File: config.mk
export PLATFORM = sky130hd
export DESIGN_NAME = clock_timebase_flat
export DESIGN_NICKNAME = d
export VERILOG_FILES = /design/src/rtl/clock_pkg.sv /design/src/rtl/clock_timebase_if.sv /design/src/rtl/sync_2ff.sv /design/src/rtl/clock_timebase.sv /design/src/flat_wrapper.sv
export SDC_FILE = /design/constraint.sdc
export NUM_CORES = 1
export LEC_CHECK = 0
export BUFFER_PORTS_ARGS = -buffer_cell sky130_fd_sc_hd__buf_2
export CORE_MARGIN = 2
export CORE_UTILIZATION = 45
export CTS_CLUSTER_SIZE = 25
export DETAILED_ROUTE_END_ITERATION = 12
export PLACE_DENSITY = 0.62
export SYNTH_ARGS = -nofsm -noshare
export SYNTH_HDL_FRONTEND = slang
export SYNTH_SLANG_ARGS = --single-unit
File: constraint.sdc
create_clock -name clk -period 2.95 [get_ports clk]
set_clock_uncertainty 0.1 [all_clocks]
set_input_delay 0.1475 -clock clk [delete_from_list [all_inputs] [get_ports clk]]
set_output_delay 0.1475 -clock clk [all_outputs]
set_load 0.05 [all_outputs]
File: src/rtl/clock_pkg.sv
// clock_pkg: shared state encoding and counter sizing for the clock timebase.
package clock_pkg;
  localparam int STATE_W = 2;
  typedef enum logic [STATE_W-1:0] {
    S_WAIT  = 2'd0,
    S_RUN   = 2'd1,
    S_FAULT = 2'd2
  } state_t;
  function automatic int cnt_w(input int n);
    return (n > 1) ? $clog2(n) : 1;
  endfunction
endpackage

File: src/rtl/clock_timebase_if.sv
// clock_timebase_if: lock/enable inputs and reset/strobe outputs of the timebase.
interface clock_timebase_if;
  import clock_pkg::*;
  logic               locked;
  logic               en;
  logic               rstOut;
  logic               tick;
  logic               tickSlow;
  logic [STATE_W-1:0] state;
  modport master (output locked, en, input rstOut, tick, tickSlow, state);
  modport slave  (input locked, en, output rstOut, tick, tickSlow, state);
endinterface

File: src/rtl/sync_2ff.sv
// sync_2ff: single-bit two-flop synchroniser for asynchronous inputs.
module sync_2ff (
  input  logic clk,
  input  logic rst,
  input  logic d,
  output logic q
);
  (* ASYNC_REG = "TRUE" *) logic meta_q;
  (* ASYNC_REG = "TRUE" *) logic sync_q;
  logic meta_d, sync_d;
  always_comb begin
    meta_d = rst ? 1'b0 : d;
    sync_d = rst ? 1'b0 : meta_q;
  end
  always_ff @(posedge clk) begin
    meta_q <= meta_d;
    sync_q <= sync_d;
  end
  assign q = sync_q;
endmodule

File: src/rtl/clock_timebase.sv
// clock_timebase: holds downstream reset until MMCM lock is stable, then emits base and slow ticks.
module clock_timebase
  import clock_pkg::*;
#(
  parameter int C_CLK_FRQ   = 10_000_000,
  parameter int C_TICK_FRQ  = 1_000,
  parameter int C_SLOW_DIV  = 1_000,
  parameter int C_LOCK_WAIT = 1024
) (
  input logic              clk,
  input logic              rst,
  clock_timebase_if.slave  bus
);
  localparam int C_DIV  = C_CLK_FRQ / C_TICK_FRQ;
  localparam int DIV_W  = cnt_w(C_DIV);
  localparam int SLOW_W = cnt_w(C_SLOW_DIV);
  localparam int LOCK_W = cnt_w(C_LOCK_WAIT);
  localparam logic [DIV_W-1:0]  DIV_LAST  = DIV_W'(C_DIV - 1);
  localparam logic [SLOW_W-1:0] SLOW_LAST = SLOW_W'(C_SLOW_DIV - 1);
  localparam logic [LOCK_W-1:0] LOCK_LAST = LOCK_W'(C_LOCK_WAIT - 1);
  if ((C_CLK_FRQ % C_TICK_FRQ) != 0 || C_DIV < 2 || C_SLOW_DIV < 1 || C_LOCK_WAIT < 1) begin : g_param_err
    $error("clock_timebase: invalid parameter set");
  end
  logic lock_s;
  sync_2ff u_lock_sync (.clk(clk), .rst(rst), .d(bus.locked), .q(lock_s));
  state_t              state_q, state_d;
  logic [LOCK_W-1:0]   lock_cnt_q, lock_cnt_d;
  logic [DIV_W-1:0]    div_cnt_q, div_cnt_d;
  logic [SLOW_W-1:0]   slow_cnt_q, slow_cnt_d;
  logic                rst_out_q, rst_out_d;
  logic                tick_q, tick_d;
  logic                tick_slow_q, tick_slow_d;
  logic                stay_run, step, wrap;
  // Unused encoding 3 falls into the S_WAIT branch.
  always_comb begin
    state_d     = state_q == S_RUN   ? (lock_s ? S_RUN : S_FAULT) :
                  state_q == S_FAULT ? S_WAIT :
                  (lock_s && lock_cnt_q == LOCK_LAST) ? S_RUN : S_WAIT;
    stay_run    = state_q == S_RUN && state_d == S_RUN;
    step        = stay_run && bus.en;
    wrap        = step && div_cnt_q == DIV_LAST;
    lock_cnt_d  = (state_q != S_FAULT && state_d == S_WAIT && lock_s) ? lock_cnt_q + LOCK_W'(1) : '0;
    div_cnt_d   = (!stay_run || wrap) ? '0 : step ? div_cnt_q + DIV_W'(1) : div_cnt_q;
    slow_cnt_d  = !stay_run ? '0 : !wrap ? slow_cnt_q : slow_cnt_q == SLOW_LAST ? '0 : slow_cnt_q + SLOW_W'(1);
    tick_d      = wrap;
    tick_slow_d = wrap && slow_cnt_q == SLOW_LAST;
    rst_out_d   = state_d != S_RUN;
  end
  always_ff @(posedge clk) begin
    if (rst) begin
      state_q     <= S_WAIT;
      lock_cnt_q  <= '0;
      div_cnt_q   <= '0;
      slow_cnt_q  <= '0;
      rst_out_q   <= 1'b1;
      tick_q      <= 1'b0;
      tick_slow_q <= 1'b0;
    end else begin
      state_q     <= state_d;
      lock_cnt_q  <= lock_cnt_d;
      div_cnt_q   <= div_cnt_d;
      slow_cnt_q  <= slow_cnt_d;
      rst_out_q   <= rst_out_d;
      tick_q      <= tick_d;
      tick_slow_q <= tick_slow_d;
    end
  end
  assign bus.rstOut   = rst_out_q;
  assign bus.tick     = tick_q;
  assign bus.tickSlow = tick_slow_q;
  assign bus.state    = state_q;
endmodule

File: src/flat_wrapper.sv
// flat-port wrapper written by rule: the top's interface ports become plain ports
module clock_timebase_flat import clock_pkg::*;
#(
  parameter int C_CLK_FRQ   = 10_000_000,
  parameter int C_TICK_FRQ  = 1_000,
  parameter int C_SLOW_DIV  = 1_000,
  parameter int C_LOCK_WAIT = 1024
)
  (clk, rst, bus_locked, bus_en, bus_rstOut, bus_tick, bus_tickSlow, bus_state);
  clock_timebase_if bus_i ();
  input logic clk;
  input logic rst;
  input wire logic [$bits(bus_i.locked)-1:0] bus_locked;
  input wire logic [$bits(bus_i.en)-1:0] bus_en;
  output wire logic [$bits(bus_i.rstOut)-1:0] bus_rstOut;
  output wire logic [$bits(bus_i.tick)-1:0] bus_tick;
  output wire logic [$bits(bus_i.tickSlow)-1:0] bus_tickSlow;
  output wire logic [$bits(bus_i.state)-1:0] bus_state;
  assign bus_i.locked = bus_locked;
  assign bus_i.en = bus_en;
  assign bus_rstOut = bus_i.rstOut;
  assign bus_tick = bus_i.tick;
  assign bus_tickSlow = bus_i.tickSlow;
  assign bus_state = bus_i.state;
  clock_timebase #(.C_CLK_FRQ(C_CLK_FRQ), .C_TICK_FRQ(C_TICK_FRQ), .C_SLOW_DIV(C_SLOW_DIV), .C_LOCK_WAIT(C_LOCK_WAIT)) u_core (.clk(clk), .rst(rst), .bus(bus_i));
endmodule
======== After elaboration in Yosys (flattened, before gate mapping) ========
Cells that the tools add are included.
storage, ports and cells
  register bits ........................... 41
  bits of input ports ..................... 4
  output and inout bits ................... 5
  logic and storage cells ................. 40
cells by class
  add/subtract/negate cells ............... 3
  eq/ne operators ......................... 8
  muxes and demuxes ....................... 5
  bitwise logic cells ..................... 2
  reduce and logical (&&, ||, !) cells .... 13
operator list
  cell                                                                      count
  10-bit by 1-bit adder with 10-bit output (second input constant)          2
  10-bit equality test (second input constant)                              2
  14-bit by 1-bit adder with 14-bit output (second input constant)          1
  14-bit equality test (second input constant)                              1
  10-bit two-way mux                                                        1
  1-bit logical AND                                                         7
  2-bit two-way mux                                                         3
  2-bit OR reduction                                                        3
  2-bit by 1-bit equality test with 1-bit output (second input constant)    2
  2-bit equality test (second input constant)                               1
  2-bit zero test                                                           1
  2-bit by 1-bit inequality test with 1-bit output (second input constant)  1
  2-bit inequality test (second input constant)                             1
  1-bit inverter                                                            2
  1-bit zero test                                                           1
  1-bit logical OR                                                          1
  1-bit two-way mux                                                         1

======== Longest topological paths before layout ========
Gate-level depths: netlist (run 1).
  depth in word-level cells ............... 11
  gate-level depth with buffers ........... 6
  mapped depth without buffers ............ 5

======== By module ========
From an unflattened synthesis (run 1), not the netlist that was laid out.
second synthesis, totals
  cells, all modules ...................... 219
  area total of the unflattened synthesis .. 1,918.1 um2
by module, submodules not included
  module          times used  cells each  area each (um2)
  clock_timebase  1           215         1,865.5
  sync_2ff        1           4           52.6

======== Worst setup path after synthesis (run 1) ========
OpenSTA, ideal clock, no wires.
  kind .................................... register -> register
  start point ............................. register u_core.state_q[0], in the netlist u_core.bus.state[0]
  end point ............................... register u_core.slow_cnt_q[6]
  data arrival time ....................... 1.859 ns
  data required time ...................... 2.776 ns
  path slack .............................. 0.917 ns
  cell stages (with the launch flop) ...... 6
  buffers on the path ..................... 1
  cell sequence ........................... dfxtp_1 -> and4b_2 -> buf_4 -> nand4_1 -> or4b_1 -> o21ai_0
on the way
  longest elaborated chain between the ends .. 7
  elaborated cells between the ends (all ways) .. 10
  those cells by class .................... 3 x eq/ne; 2 x mux; 1 x bitwise; 4 x reduce/logical
ends and longest elaborated chain
  what                                                                      line                  RTL
  start, declared                                                           clock_timebase.sv:26  state_t state_q, state_d;
  start signal, assigned                                                    clock_timebase.sv:59  state_q <= state_d;
  2-bit equality test                                                       clock_timebase.sv:37  state_q == S_FAULT ? S_WAIT :
  2-bit two-way mux                                                         clock_timebase.sv:37
  2-bit two-way mux                                                         clock_timebase.sv:36  state_d = state_q == S_RUN ? (lock_s ? S_RUN : S_FAULT) :
  2-bit by 1-bit equality test with 1-bit output                            clock_timebase.sv:39  stay_run = state_q == S_RUN && state_d == S_RUN;
  1-bit logical AND *                                                       clock_timebase.sv:39
  1-bit inverter (no line) / 1-bit logical AND (equally long branches)      n/a
  2-bit OR reduction (no line) / 1-bit logical AND (equally long branches)  n/a
  end signal, assigned                                                      clock_timebase.sv:62  slow_cnt_q <= slow_cnt_d;
  end, declared                                                             clock_timebase.sv:29  logic [SLOW_W-1:0] slow_cnt_q, slow_cnt_d;
Every way passes the cells marked *; elsewhere a longest branch is shown, timed or not.
A chain may end at the register's enable or synchronous reset.

======== Worst setup path in the final report (run 1) ========
  start point ............................. input port rst
  end point ............................... register u_core.slow_cnt_q[7]
on the way
  longest elaborated chain between the ends .. 1
ends and longest elaborated chain
  what                          line                RTL
  start, declared               flat_wrapper.sv:12  input logic rst;
  2-bit OR reduction (no line)  n/a
Every way passes these cells.

==> reports/results.txt, run 1 <==
During placement, the flow inserted port buffers numbering 8. When the netlist entered floorplanning its net count stood at 226. The final design instance area without fill is 2120 um2.

By startpoint and endpoint, the worst setup path is classified as input pin to flip-flop. At the end of routability-driven placement, the weighted congestion stood at 0.790. The actual transition at the worst max-transition pin is 0.484 ns. The synthesized netlist occupies a cell area of 1950 um2. The critical path launch point type is an input pin. Summed over all nets, wire length on met3 after detailed routing comes to 127 um. The fraction of registers with async set or reset after synthesis was 0. After clock tree synthesis, the clock-pin slew on the worst setup and hold paths is 0.08 ns. Counting cells, the worst reg-to-reg path comes to 5.

The pin count of the biggest net entering global routing was 14; the maximum net fanout on the critical path was 11. Highest-delay cell along the critical path: dlygate4sd3_1. The area growth from synthesis to final layout works out to 8.39%. The clock tree synthesis step divided the H-tree into 2 levels. The hold violation count in the final report came out at 0. The detailed router put a total of 1.78 mm of wire on met1.

The highest cell delay on the worst timing path works out to 0.54 ns. The tree built by TritonCTS fans out to 41 sinks. The tools report the all-layer global routing usage as 0.158. The number of register bits inferred by synthesis is 41.

The category of cells accounting for the largest share of critical-path delay is simple AND/OR/NAND/NOR gates. The tree is rooted in a clkbuf_8. The total via count in the routed design was 1591.

For the first-pass iteration count of the detailed router, the log shows 4. The routed design could run at a clock period as short as 2.06 ns. In this run, post-CTS repair resized a total of 0 instances.

For this block, the initial DRC count from the detailed router was 57. In the synthesized netlist the dominant register cell turns out to be dfxtp_1. The later pin in the worst-skew pair is clocked with a latency of 0.29 ns. Sum of routed wire length over all layers: 3.55 mm. The classification of the worst-slack hold path is flip-flop to flip-flop.

The share of post-route cells with drive strength above 1 was 0.113. The topmost layer with routed signal wires was met4. Dividing the synthesized area by the synthesized cell count gives 8.92 um2. After synthesis, the netlist uses 44 different library cells.

For this design the top-level I/O count stands at 9. In the layout the commonest cells are dfxtp_1, nor2_1, nand2_1. The tools report the setup TNS after final layout as 0 ns. For this run, the top clock speed supported by timing is 486 MHz. Wire segments on met2 add up to 1.60 mm in the final route. The run gives 0 as the count of inserted antenna diode cells. The net total in the final layout is 237, and the remaining routing DRC violations is 0.

The data arrival at the endpoint of the critical path was 2.18 ns; the effective utilization at floorplan was 0.478. The detailed-placement wirelength estimate was 2.46 mm; the number of maximum-capacitance constraint violations was 0. The sequential share of the synthesized area was 0.420; the number of synthesized flops with an enable pin was 0. The synthesized instance count is 219.

The tools report the worst slew slack as a fraction of its limit as 0.675. The run gives 6.31 mm as the first-pass GRT wire length. Walking the worst path, the cells encountered are dlygate4sd3_1 > buf_2 > nand4bb_1 > nor3b_1 > or4b_1 > o21ai_0. The number of slew-limit violations in the final report was 0; the power density over cell area was 435 nW/um2. Ratio of final minimum period to clock period: 0.698.

The placed instances occupy a cell area of 2000 um2. The depth of the worst hold-timing path works out to 1. TritonCTS built the clock tree. The floorplan step defined a die boundary enclosing 4880 um2. Setup violations remaining at the end of the flow were counted as 0. Setup repair after global routing left no endpoint under its margin.

The total overflow left after global routing is 0. The worst voltage drop across the vdd grid was 272 uV. The library cell used most frequently in the layout, excluding fill and tap cells, is dfxtp_1. The height of the die was 69.9 um; the total number of yosys warnings was 0. The flow ran to the end, and the final reports show no timing, DRC or antenna violations. The worst setup path is captured at a flip-flop. For the number of global-route vias before repair, the log shows 1463.

In this run the standard cell core region covers 4090 um2. The run gives 0 as the number of antenna violations at the first check in global routing. The width of the chip works out to 69.9 um. The run gives 0.664 nW as the leakage power.

The number of placement rows was 23; the instance count on the critical path was 6. The buffering stage count on the worst path with inverters included is 2. In this run the remaining antenna-violating nets after routing total 0. In the final routed layout, each cell accounts on average for 12.6 um. For the worst setup path, the data required time is 3.07 ns. The number of buffers added by the clock tree synthesis step is 5, and the average via count per standard cell is 5.66.

For the deepest clock path buffer count, the log shows 2.
through the flow:
stage	total power, mW	hold slack, ns	util	worst slack [ns]	cells
2_1_floorplan	0.572	0.119	-	0.917	219
3_3_place_gp	0.575	0.268	0.489	1.03	270
3_5_place_dp	0.575	0.272	0.489	0.980	270
4_1_cts	0.935	0.350	0.518	0.898	281
5_1_grt	0.960	0.375	0.518	0.702	281
6_report	0.922	0.345	0.518	0.891	281
cell families after synthesis:
kind of cell             synth area share
multiplexers                      0.00513
adder cells (fa/ha/maj)            0.0192
XOR/XNOR                           0.0717
AND/OR/NAND/NOR                     0.342
AO/OA/AOI/OAI                       0.101
flip-flops                          0.420
buffers and inverters              0.0404
sequential cells by signal, indices dropped and copies added (netlist names), 2 cells and up:
register and flops:
u_core.bus.state 2, u_core.lock_cnt_q 10, u_core.div_cnt_q 14, u_core.slow_cnt_q 10
worst paths after layout:
kind                        startpoint                    to  slack [ns]
min          u_core.u_lock_sync.meta_q  u_core.u_lock_sync.q        0.34
max                                rst  u_core.slow_cnt_q[7]        0.89
min reg2reg  u_core.u_lock_sync.meta_q  u_core.u_lock_sync.q        0.34
max reg2reg       u_core.slow_cnt_q[0]  u_core.slow_cnt_q[5]        0.91
power by group:
part | switching [mW] | leakage (nW) | internal [mW]
Combinational | 0.00415 | 0.296 | 0.00571
Sequential | 0.00103 | 0.331 | 0.555
Clock | 0.190 | 0.0374 | 0.167
what timing repair did:
item,4_1_cts,5_1_grt
hold buffers,3,0
setup endpoints to repair,0,0
hold endpoints to repair,2,0
setup buffers,0,0
cells in the mapped netlist, types with 2 or more instances:
cell type,number,share of area
nand4_1,11,0.035
or4b_1,3,0.015
and2_1,3,0.0096
nor2_1,23,0.044
xor2_1,11,0.049
nor3_1,5,0.013
or4_1,5,0.019
nand3_1,11,0.028
a21oi_1,10,0.026
o31ai_1,5,0.019
a211oi_1,4,0.015
and3_1,5,0.016
or3_1,3,0.0096
and3_2,2,0.0077
nand4b_1,2,0.0090
ha_1,3,0.019
nor3b_1,3,0.012
buf_4,2,0.0077
inv_1,4,0.0077
and4_1,4,0.018
buf_2,2,0.0051
dfxtp_1,41,0.42
xnor2_1,5,0.022
nand2_1,18,0.035
o21ai_0,11,0.028
nor2b_1,5,0.016
layout make-up:
| type | count | area (um2) |
|---|---|---|
| Clock buffer | 6 | 72.6 |
| Clock inverter | 2 | 15.0 |
| Fill cell | 409 | 1970 |
| Inverter | 4 | 15.0 |
| Multi-Input combinational cell | 166 | 1050 |
| Sequential cell | 41 | 821 |
| Tap cell | 50 | 62.6 |
| Timing Repair Buffer | 12 | 77.6 |
metal layers:
metal / vias up / track usage
met1: 737 / 0.198
met4: 0 / 0.0513
met5: - / 0
met2: 31 / 0.266
li1: 816 / -
met3: 7 / 0.0390
Power figures use the tool's default switching activity.
==> run 2, diff against run 1 <==
--- a/config.mk
+++ b/config.mk
@@ -10,7 +10,7 @@
 export CORE_UTILIZATION = 45
 export CTS_CLUSTER_SIZE = 25
 export DETAILED_ROUTE_END_ITERATION = 12
-export PLACE_DENSITY = 0.62
+export PLACE_DENSITY = 0.65
 export SYNTH_ARGS = -nofsm -noshare
 export SYNTH_HDL_FRONTEND = slang
 export SYNTH_SLANG_ARGS = --single-unit
==> constraint.sdc (replaced) <==
create_clock -name clk -period 1.8 [get_ports clk]
set_clock_uncertainty 0.1 [all_clocks]
set_input_delay 0.09 -clock clk [delete_from_list [all_inputs] [get_ports clk]]
set_output_delay 0.09 -clock clk [all_outputs]
set_load 0.05 [all_outputs]
==> reports/results.txt, run 2 (same netlist as run 1, synthesis figures left out) <==
Portion of total power attributed to combinational logic: 0.011. The number of buffers and inverters on the critical path is 0. From synthesis to final layout, the design area changed by 18.5%. The die covers 4880 um2. The number of antenna violations at the first check in global routing was 0. Counting I/O delays and the setup requirement, the final critical path takes 1.80 ns. The instance count on the critical path works out to 4. No sink is reached through more buffers than the 2 on the longest clock path.

The sequential cells in the finished layout cover a total of 830 um2. For the all-layer global routing usage, the log shows 0.163. The final reports fail on setup timing. The tools report the final weighted congestion in routability-driven placement as 0.801. The run gives 92 as the number of violations reported at the end of detailed-routing iteration 0. The depth of the worst hold-timing path is 3, and the remaining global-route overflow is 0. Leaving out fill and tap cells, the most frequent cell in the layout is dfxtp_1.

The power spent charging and discharging nets came out at 0.341 mW. VDD sags by at most 448 uV. The area of the multi-input gates is 1090 um2. The power density over cell area works out to 659 nW/um2.

For this run, design rule violations remaining after detail routing come to 0. In the final layout, the registers with the most flip-flops are u_core.div_cnt_q x14, u_core.lock_cnt_q x10, u_core.slow_cnt_q x10. Input and output buffers added on the ports amount to 8. The number of buffers added by the clock tree synthesis step is 5. Critical path launch point type: a flip-flop.

The internal power summed over all cells was 1.18 mW; the number of slew-limit violations in the final report was 0. For the worst setup path, the data arrival time is 1.93 ns. From bottom edge to top edge, the die measures 69.9 um. Type of the worst setup path: flip-flop to flip-flop.

For the number of H-tree branching levels, the log shows 2. The tools report the sum of routed wire length over all layers as 3.96 mm. For the effective utilization at floorplan, the log shows 0.478.

The initialized floorplan defines 23 standard-cell rows. The destination of the worst register-to-register timing path was u_core.slow_cnt_q[7]. In this run the critical register-to-register path is launched from u_core.bus.state[1]. For the leakage power, the log shows 0.775 nW.

The startpoint identified for the worst hold timing path is rst. The tightest min-delay check is of the input pin to flip-flop type. The clock-pin slew on the worst setup and hold paths was 0.08 ns; the worst slew slack as a fraction of its limit was 0.782. Number of endpoints failing setup at the final stage: 1.

The slowest stage of the critical path belongs to the cell or4b_1. The tools report the library cell used as clock root buffer as clkbuf_8. The later pin in the worst-skew pair is clocked with a latency of 0.30 ns. Hold timing on the final database bottoms out at a slack of 0.192 ns. Post-layout worst setup margin: -0.0000289 ns. STA classifies the critical path endpoint as a flip-flop. TritonCTS built the clock tree. The share of total power consumed by net switching is 0.224, and the width of the chip is 69.9 um. Setup repair after global routing could not meet its margin everywhere. u_core.div_cnt_q holds more flip-flops than any other register. The signal on the critical path passes through and4b_2 > nand4_1 > or4b_1 > o21ai_1. The total area inside the core boundary comes to 4090 um2. For the number of top-level pins, the log shows 9. The per-cell routed wire length was 13.1 um. At the pin with the least slew margin, the transition time is 0.327 ns.

The detailed-placement wirelength estimate was 2.77 mm; the number of flip-flops in the largest register was 14. For the worst setup path, the data required time is 1.93 ns. The maximum net fanout on the critical path is 6. Total via count in the routed design: 1665.

The number of cell instances on the worst register-to-register path came out at 4. Counting the fill cells in the layout gives 387. At the placement stage, the worst setup path has a slack of 0.00929 ns.

The remaining antenna violation count after routing is 0, and the count of inserted antenna diode cells is 0. The tools report the part of the total power dissipated in the clock network as 0.394. The tools report the number of global-route vias before repair as 1497.

The top cell types in the final layout, fill and taps aside, are dfxtp_1, nor2_1, buf_4, nand2_1. The ratio of final minimum period to clock period came out at 1.00. Across the run, the number of max-cap violations was 0.

After the last flow step, the layout net total stands at 257. The clock drives 41 sinks. For the sequential cell fraction of total power, the log shows 0.596. The highest clock frequency the design can meet is 556 MHz. The category of cells accounting for the largest share of critical-path delay was simple AND/OR/NAND/NOR gates. For flop-to-flop paths, the worst setup slack is -0.00003 ns. The flow ran to the end, but the final reports show violations.

The hold violation count in the final report was 0. Once placement completed, the tool counted placed cells totaling 290. Pin count of the biggest net entering global routing: 14. The run gives 6.44 mm as the first-pass GRT wire length.

The tools report the hold-critical path endpoint as u_core.slow_cnt_q[3]. The share of post-route cells with drive strength above 1 is 0.219, and the average via count per standard cell is 5.53. The number of cells in the finished layout apart from fillers was 301.

Critical path startpoint: u_core.bus.state[1]. For this run, the detailed router's first-pass iteration total came to 4. The highest cell delay on the worst timing path came out at 0.58 ns.
run 2: changes by cell type in the layout (fill, tap and decap cells not counted), moves of 2 or more:
cell | before | now
o21ai_0 | 11 | 9
o21ai_1 | 0 | 2
buf_4 | 1 | 21
clkinv_2 | 0 | 2
dfxtp_2 | 0 | 4
dfxtp_1 | 41 | 36
run 2: what timing repair did:
| action | 4_1_cts | 5_1_grt |
|---|---|---|
| setup buffers | 0 | 0 |
| pin swaps | 2 | 2 |
| setup endpoints to repair | 2 | 6 |
| hold endpoints to repair | 6 | 0 |
| gates resized for setup | 7 | 6 |
| hold buffers | 3 | 0 |
run 2: worst max-delay path by stage:
| stage | endpoint | slack (ns) |
|---|---|---|
| finish | u_core.slow_cnt_q[7] | -0.00003 |
| global route | u_core.slow_cnt_q[4] | -0.04 |
| CTS | u_core.slow_cnt_q[7] | 0.003 |
| detailed placement | u_core.lock_cnt_q[3] | 0.009 |
| global placement | u_core.slow_cnt_q[7] | 0.07 |
| floorplan | u_core.slow_cnt_q[6] | 0.02 |
run 2: layout make-up:
type | count | share of cell area
multi-input combinational | 166 | 0.472
sequential | 41 | 0.358
timing repair buffer | 32 | 0.0984
clock buffer | 5 | 0.0297
tap | 50 | 0.0270
clock inverter | 3 | 0.00757
inverter | 4 | 0.00649
run 2: power groups by stage:
stage               Sequential [mW]  Combinational [mW]  Clock [mW]
floorplan                     0.930             0.00533           0
global placement              0.930              0.0104           0
detailed placement            0.930              0.0105           0
CTS                           0.909              0.0160       0.620
global route                  0.909              0.0181       0.644
finish                        0.909              0.0162       0.601
run 2: layer usage:
| layer | track usage | part of all wire | vias up |
|---|---|---|---|
| met1 | 0.205 | 0.49 | 778 |
| met4 | 0.0726 | 0.021 | 0 |
| met2 | 0.254 | 0.46 | 19 |
| met5 | 0 | 0 | - |
| li1 | - | - | 860 |
| met3 | 0.0519 | 0.032 | 8 |
run 2: stage by stage:
step / util / TNS (ns) / instance area (um2) / power, mW
2_1_floorplan: - / 0 / 1960 / 0.935
3_3_place_gp: 0.527 / 0 / 2150 / 0.941
3_5_place_dp: 0.527 / 0 / 2150 / 0.941
4_1_cts: 0.561 / 0 / 2290 / 1.54
5_1_grt: 0.566 / -0.116 / 2310 / 1.57
6_report: 0.566 / -0.0000289 / 2310 / 1.53
run 2: worst register-to-register path: stages, from the launching register on:
cell and delay, ns:
dfxtp_2 0.34, and4b_2 0.37, nand4_1 0.25, or4b_1 0.58, o21ai_1 0.10
